`src/rtl/alu_disp_pkg.sv`:
```
// Shared types, segment constants and helpers for the sequential ALU display.
package alu_disp_pkg;

    typedef enum logic [1:0] {
        OP_ADD = 2'b00,
        OP_SUB = 2'b01,
        OP_MUL = 2'b10,
        OP_DIV = 2'b11
    } op_e;

    typedef enum logic [1:0] {
        IDLE = 2'b00,
        CALC = 2'b01,
        CONV = 2'b10,
        SHOW = 2'b11
    } state_e;

    localparam logic [7:0] SEG_BLANK = 8'hFF;
    localparam logic [7:0] SEG_DASH  = 8'hBF;

    // Active-low seven-segment code for one BCD digit, dp off.
    function automatic logic [7:0] seg_encode(input logic [3:0] bcd);
        logic [7:0] code;
        case (bcd)
            4'd0:    code = 8'hC0;
            4'd1:    code = 8'hF9;
            4'd2:    code = 8'hA4;
            4'd3:    code = 8'hB0;
            4'd4:    code = 8'h99;
            4'd5:    code = 8'h92;
            4'd6:    code = 8'h82;
            4'd7:    code = 8'hF8;
            4'd8:    code = 8'h80;
            4'd9:    code = 8'h90;
            default: code = SEG_BLANK;
        endcase
        return code;
    endfunction

    // Number of decimal digits needed for the largest w-bit unsigned value.
    function automatic int dec_digits(input int w);
        longint unsigned v;
        int n;
        if (w >= 64) v = '1;
        else         v = (64'd1 << w) - 64'd1;
        n = 1;
        while (v >= 64'd10) begin
            v = v / 64'd10;
            n = n + 1;
        end
        return n;
    endfunction

endpackage

```
`src/rtl/seq_alu_display_bcd.sv`:
```
// Sequential double-dabble binary-to-BCD converter: one load cycle, then
// IN_W shift cycles; valid rises with the last shift and holds until the
// next load.
module bcd_dd_seq #(
    parameter int IN_W  = 8,
    parameter int N_DIG = 3
) (
    input  logic                 clk,
    input  logic                 rst_n,
    input  logic                 load,
    input  logic [IN_W-1:0]      bin,
    output logic [N_DIG*4-1:0]   bcd,
    output logic                 valid
);

    localparam int SR_W = N_DIG * 4 + IN_W;
    localparam int CW   = $clog2(IN_W + 1);

    // BCD digits sit above the binary bits being shifted in.
    logic [SR_W-1:0] sr_q;
    logic [SR_W-1:0] sr_adj;
    logic [CW-1:0]   cnt_q;
    logic            valid_q;

    // Add 3 to every BCD nibble >= 5 ahead of the next shift.
    always_comb begin
        sr_adj = sr_q;
        for (int i = 0; i < N_DIG; i++) begin
            if (sr_q[IN_W + 4*i +: 4] >= 4'd5)
                sr_adj[IN_W + 4*i +: 4] = sr_q[IN_W + 4*i +: 4] + 4'd3;
        end
    end

    // Load, then shift until the down-counter reaches its terminal count.
    always_ff @(posedge clk) begin
        if (!rst_n) begin
            sr_q    <= '0;
            cnt_q   <= '0;
            valid_q <= 1'b0;
        end else if (load) begin
            sr_q    <= SR_W'(bin);
            cnt_q   <= CW'(IN_W);
            valid_q <= 1'b0;
        end else if (cnt_q != '0) begin
            sr_q  <= sr_adj << 1;
            cnt_q <= cnt_q - CW'(1);
            if (cnt_q == CW'(1))
                valid_q <= 1'b1;
        end
    end

    assign bcd   = sr_q[IN_W +: N_DIG*4];
    assign valid = valid_q;

endmodule

```
`src/rtl/seq_alu_display.sv`:
```
// Clocked mini-ALU (add/sub/iterative mul/restoring div) feeding a sequential
// BCD converter and an active-low seven-segment display formatter.
//
// state | meaning
// IDLE  | after reset, nothing shown, waiting for start
// CALC  | operands latched, arithmetic running (1 or WIDTH cycles)
// CONV  | converter loading and shifting the result magnitude
// SHOW  | result displayed, waiting for the next start
module seq_alu_display
    import alu_disp_pkg::*;
#(
    parameter int WIDTH       = 4,
    parameter int DIGITS      = 6,
    parameter int LZ_SUPPRESS = 1
) (
    input  logic                  clk,
    input  logic                  rst_n,
    input  logic                  en,
    input  logic                  start,
    input  logic [1:0]            op,
    input  logic [WIDTH-1:0]      a,
    input  logic [WIDTH-1:0]      b,
    output logic [DIGITS*8-1:0]   seg,
    output logic                  busy,
    output logic                  done,
    output logic                  err
);

    localparam int RES_W = 2 * WIDTH;
    localparam int NDEC  = dec_digits(RES_W);
    localparam int CNT_W = $clog2(WIDTH + 1);
    localparam logic [DIGITS*8-1:0] ALL_BLANK = {DIGITS{SEG_BLANK}};
    localparam logic [DIGITS*8-1:0] ALL_DASH  = {DIGITS{SEG_DASH}};

    // The sign needs one digit beyond the widest magnitude.
    if (DIGITS < NDEC + 1) begin : g_digits_check
        $error("seq_alu_display: DIGITS too small for 2*WIDTH-bit result plus sign");
    end

    state_e               state_q;
    op_e                  op_q;
    logic [RES_W-1:0]     x_q;
    logic [WIDTH-1:0]     y_q;
    logic [WIDTH-1:0]     b_q;
    logic [WIDTH-1:0]     rem_q;
    logic [RES_W-1:0]     res_q;
    logic [CNT_W-1:0]     cnt_q;
    logic                 neg_q;
    logic                 div0_q;
    logic                 err_q;
    logic                 busy_q;
    logic                 done_q;
    logic                 conv_load_q;
    logic [DIGITS*8-1:0]  disp_q;
    logic [DIGITS*8-1:0]  disp_d;
    logic [DIGITS*8-1:0]  seg_q;

    logic [NDEC*4-1:0]    conv_bcd;
    logic                 conv_valid;
    logic                 conv_finish;
    logic [DIGITS*4-1:0]  bcd_ext;
    int                   msd;

    logic [WIDTH:0]       div_trial;
    logic                 div_ge;
    logic [WIDTH-1:0]     div_sub;
    logic [WIDTH-1:0]     y_div_d;
    logic [RES_W-1:0]     mul_sum;

    bcd_dd_seq #(
        .IN_W  (RES_W),
        .N_DIG (NDEC)
    ) u_conv (
        .clk   (clk),
        .rst_n (rst_n),
        .load  (conv_load_q),
        .bin   (res_q),
        .bcd   (conv_bcd),
        .valid (conv_valid)
    );

    // One step of shift-add multiply and restoring divide.
    always_comb begin
        div_trial = {rem_q, y_q[WIDTH-1]};
        div_ge    = (div_trial >= {1'b0, b_q});
        div_sub   = div_trial[WIDTH-1:0] - b_q;
        y_div_d   = (y_q << 1) | WIDTH'(div_ge);
        mul_sum   = res_q + (y_q[0] ? x_q : '0);
    end

    // Stale valid from the previous conversion is masked during the load cycle.
    assign conv_finish = (state_q == CONV) && conv_valid && !conv_load_q;

    // Format the converted magnitude with blanking, sign and error dashes.
    always_comb begin
        bcd_ext = (DIGITS*4)'(conv_bcd);
        disp_d  = ALL_BLANK;
        msd     = 0;
        for (int i = 0; i < DIGITS; i++) begin
            if (bcd_ext[4*i +: 4] != 4'd0)
                msd = i;
        end
        if (div0_q) begin
            disp_d = ALL_DASH;
        end else begin
            for (int i = 0; i < DIGITS; i++) begin
                if (LZ_SUPPRESS == 0 || i <= msd)
                    disp_d[8*i +: 8] = seg_encode(bcd_ext[4*i +: 4]);
            end
            if (neg_q) begin
                if (LZ_SUPPRESS != 0)
                    disp_d[8*(msd+1) +: 8] = SEG_DASH;
                else
                    disp_d[8*(DIGITS-1) +: 8] = SEG_DASH;
            end
        end
    end

    // Control FSM with operand latch, arithmetic iteration and registered flags.
    always_ff @(posedge clk) begin
        if (!rst_n) begin
            state_q     <= IDLE;
            op_q        <= OP_ADD;
            x_q         <= '0;
            y_q         <= '0;
            b_q         <= '0;
            rem_q       <= '0;
            res_q       <= '0;
            cnt_q       <= '0;
            neg_q       <= 1'b0;
            div0_q      <= 1'b0;
            err_q       <= 1'b0;
            busy_q      <= 1'b0;
            done_q      <= 1'b0;
            conv_load_q <= 1'b0;
            disp_q      <= ALL_BLANK;
        end else begin
            done_q      <= 1'b0;
            conv_load_q <= 1'b0;
            case (state_q)
                IDLE, SHOW: begin
                    if (start) begin
                        op_q    <= op_e'(op);
                        x_q     <= RES_W'(a);
                        y_q     <= (op_e'(op) == OP_DIV) ? a : b;
                        b_q     <= b;
                        rem_q   <= '0;
                        res_q   <= '0;
                        neg_q   <= 1'b0;
                        div0_q  <= 1'b0;
                        err_q   <= 1'b0;
                        cnt_q   <= CNT_W'(WIDTH - 1);
                        busy_q  <= 1'b1;
                        state_q <= CALC;
                    end
                end
                CALC: begin
                    case (op_q)
                        OP_ADD: begin
                            res_q       <= x_q + RES_W'(b_q);
                            conv_load_q <= 1'b1;
                            state_q     <= CONV;
                        end
                        OP_SUB: begin
                            if (x_q < RES_W'(b_q)) begin
                                neg_q <= 1'b1;
                                res_q <= RES_W'(b_q) - x_q;
                            end else begin
                                res_q <= x_q - RES_W'(b_q);
                            end
                            conv_load_q <= 1'b1;
                            state_q     <= CONV;
                        end
                        OP_MUL: begin
                            res_q <= mul_sum;
                            x_q   <= x_q << 1;
                            y_q   <= y_q >> 1;
                            if (cnt_q == '0) begin
                                conv_load_q <= 1'b1;
                                state_q     <= CONV;
                            end else begin
                                cnt_q <= cnt_q - CNT_W'(1);
                            end
                        end
                        default: begin
                            if (b_q == '0) begin
                                div0_q      <= 1'b1;
                                res_q       <= '0;
                                conv_load_q <= 1'b1;
                                state_q     <= CONV;
                            end else begin
                                rem_q <= div_ge ? div_sub : div_trial[WIDTH-1:0];
                                y_q   <= y_div_d;
                                if (cnt_q == '0) begin
                                    res_q       <= RES_W'(y_div_d);
                                    conv_load_q <= 1'b1;
                                    state_q     <= CONV;
                                end else begin
                                    cnt_q <= cnt_q - CNT_W'(1);
                                end
                            end
                        end
                    endcase
                end
                CONV: begin
                    if (conv_finish) begin
                        disp_q  <= disp_d;
                        err_q   <= div0_q;
                        busy_q  <= 1'b0;
                        done_q  <= 1'b1;
                        state_q <= SHOW;
                    end
                end
                default: state_q <= IDLE;
            endcase
        end
    end

    // Segment pins: blanked when disabled, new value presented with done.
    always_ff @(posedge clk) begin
        if (!rst_n)
            seg_q <= ALL_BLANK;
        else if (!en)
            seg_q <= ALL_BLANK;
        else if (conv_finish)
            seg_q <= disp_d;
        else
            seg_q <= disp_q;
    end

    assign seg  = seg_q;
    assign busy = busy_q;
    assign done = done_q;
    assign err  = err_q;

endmodule

```
`config.mk`:
```
export PLATFORM = sky130hd
export DESIGN_NAME = seq_alu_display
export DESIGN_NICKNAME = d
export VERILOG_FILES = /design/src/rtl/alu_disp_pkg.sv /design/src/rtl/seq_alu_display_bcd.sv /design/src/rtl/seq_alu_display.sv
export SDC_FILE = /design/constraint.sdc
export NUM_CORES = 1
export LEC_CHECK = 0
export CORE_MARGIN = 3
export CORE_UTILIZATION = 45
export CTS_BUF_LIST = sky130_fd_sc_hd__clkbuf_8
export DETAILED_ROUTE_END_ITERATION = 10
export PLACE_DENSITY_LB_ADDON = 0.05
export SLEW_MARGIN = 30
export SYNTH_ARGS = -nofsm -noshare
export SYNTH_HDL_FRONTEND = slang
export SYNTH_SLANG_ARGS = --single-unit
```
`constraint.sdc`:
```
create_clock -name clk -period 7.1 [get_ports clk]
set_input_delay 1.42 -clock clk [delete_from_list [all_inputs] [get_ports clk]]
set_output_delay 1.42 -clock clk [all_outputs]
set_load 0.01 [all_outputs]
```
==> results.md <==
* Status: finished clean
* Share of layout cells above drive strength 1 at 5.79%
* WL/cell at 14.8 um
* P&R area growth vs syn at 13.6%
* Worst Path Required at 7.51 ns
* Design area at 9680 um2
* Clock Path Buffers at 2
* Final ANT Viol Nets at 0
* Reg2reg setup slack at 4.07 ns
* Global Route Usage Sum at 18.5%
* CP endpoint kind: register
* DP HPWL at 13,300 um
* Clock latency at the later pin of the worst-skew pair at 0.48 ns
* Clock Tree Root: clkbuf_8
* Slew HR at 38.1%
* Routed wire length at 18,700 um
* Worst EP arrival at 3.85 ns
* Final setup viols at 0
* Total negative slack at 0 ns
* Post-synth EDFFs at 0
* Avg Cell Area, Syn at 8.64 um2
* Cell taking the most area after synthesis: dfxtp_1
* Pin count of the biggest net entering global routing at 37
* Commonest non-fill, non-tap cell in the layout: dfxtp_1
* Post-Syn Area at 8530 um2
* Slew Viols, Final at 0
* FF-to-FF path depth at 9
* Startpoint Class: input pin
* Core area at 18,300 um2
* Async SR Flop Fraction at 0%
* Worst slew pin tran at 0.928 ns
* Yosys top cell area share at 43.0%
* Seq/Total Area, Yosys at 43.0%
* Highest Clock Rate at 291 MHz
* Initial antenna violation count at 0
* Top-level I/O count at 65
* CTS H-tree lvls at 4
* Die ar. at 20,600 um2
* Leakage Power at 3.89 nW
* Vias in the first global route at 6,213
* Die Y-Extent at 144 um
* Worst-path maximum fanout at 35
* Cell variety after synth at 72
* First DRT Iteration DRCs at 432
* Crit Path Category: in2reg
* Initial Utilization at 46.7%
* Top_reg_cell synth: dfxtp_1
* Cell row count at 49
* Placed inst area at 9270 um2
* Tightest Hold Check Type: reg2reg
* Port bufs at 64
* Fin crit share at 48.3%
* First-pass GRT wire length at 31,100 um
* Drt drc at 0
* N_diodes at 0
* DR vias at 6,647
* Post_cts resized at 0
* Via density at 5.25
* RSZ-0062 raised after global routing: false
* RePlAce Congestion at 0.847
* Most frequent cells in the layout: dfxtp_1, nand2_1, nor2_1
* FF+latch count, synth at 183
* TritonCTS clock tree: done
* Yosys warnings at 0
* Clock transition at the registers of the reported paths at 0.12 ns
* Setup bufs post-CTS at 0
* Pwr/cell area at 245 nW/um2
* Width of the chip at 144 um
* # clock sinks at 183
* Min Tclk post-route at 3.43 ns
* TritonCTS Buffers at 17
* Max Cap Viol at 0
* Peak VDD IR at 114 uV
* Clock skew at 0.0288 ns
* Cells after synthesis at 987
* Cts hold-fix bufs at 0
* Syn nets at 1,062
* Crit path launch: rst_n
* Drt first pass iters at 5
* R2r startpoint: u_conv.cnt_q[0]$_SDFFE_PP0N_
* Gr ovfl total at 0
* Synth area leaders: dfxtp_1, ha_1, nand2_1
* Nets at 1,098
* Final hold vios at 0
worst max-delay path: stages:
cell	delay [ns]
buf_2	0.48
nand2b_1	0.52
a211oi_1	0.55
inv_1	0.18
ha_1	0.25
nor2b_1	0.12
o21ai_0	0.17
o21a_1	0.13
cells in the mapped netlist, types with 8 or more instances:
library cell and count:
o22ai_1 13, xor2_1 8, clkbuf_1 44, a31oi_1 12
dfxtp_1 183, a21boi_0 13, inv_1 65, xnor2_1 15
nor2_1 69, o21ai_0 43, nand2_1 151, and2_1 13
a21o_1 9, mux2i_1 16, nor2b_1 22, nand2b_1 14
ha_1 56, or3_1 10, o21a_1 16, a21oi_1 67
a211oi_1 14, nand3_1 16
per-layer routing:
layer / up-vias / wire [um] / track usage, %
li1: 3442 / - / -
met1: 3067 / 9460 / 26.2
met2: 117 / 8380 / 29.5
met3: 21 / 591 / 3.16
met4: 0 / 277 / 4.86
met5: - / 0 / 0
logic make-up (layout without fill, tap and decap cells):
group	Yosys count	after routing	synth area share [%]
simple gates	335	335	18.3
compound gates	245	245	19.1
flops	183	183	43.0
buf+inv	119	168	5.47
fa+ha+maj	61	61	9.39
xor+xnor	23	23	2.36
mux	19	19	2.32
other cells	2	2	0.0881
worst min path at each step:
stage / end / from / cells past startpoint
2_1_floorplan: disp_q[15]$_SDFFE_PN1P_ / disp_q[15]$_SDFFE_PN1P_ / 2
6_report: seg[28]$_SDFF_PN1_ / disp_q[28]$_SDFFE_PN1P_ / 2
3_5_place_dp: disp_q[29]$_SDFFE_PN1P_ / disp_q[29]$_SDFFE_PN1P_ / 2
5_1_grt: disp_q[31]$_SDFFE_PN1P_ / disp_q[31]$_SDFFE_PN1P_ / 2
3_3_place_gp: disp_q[31]$_SDFFE_PN1P_ / disp_q[31]$_SDFFE_PN1P_ / 2
4_1_cts: disp_q[23]$_SDFFE_PN1P_ / disp_q[23]$_SDFFE_PN1P_ / 2
area by class of cell:
type | instances | area [um2]
tap | 229 | 287
clock inverter | 15 | 178
clock buffer | 17 | 234
multi-input combinational | 685 | 4400
sequential | 183 | 3660
timing repair buffer | 69 | 673
fill | 1761 | 8590
inverter | 67 | 251
where the power goes:
group	internal [W]	leakage, nW	switching, W	total, W
clock	0.000270	0.203	0.000440	0.000710
sequential	0.00107	1.48	0.0000507	0.00112
combinational	0.000205	2.21	0.000332	0.000537
through the flow:
step                      setup slack [ns]  util (%)  hold slack, ns  power, W  instances
final                                 3.67      53.0           0.422   0.00237       1265
after global routing                  3.44      53.0           0.444   0.00250       1265
after CTS                             3.64      53.0           0.430   0.00239       1265
after detailed placement              3.13      50.7           0.405   0.00168       1233
after global placement                3.19      50.7           0.400   0.00168       1233
after floorplan                       4.19         -           0.394   0.00155        987
Power figures use the tool's default switching activity.
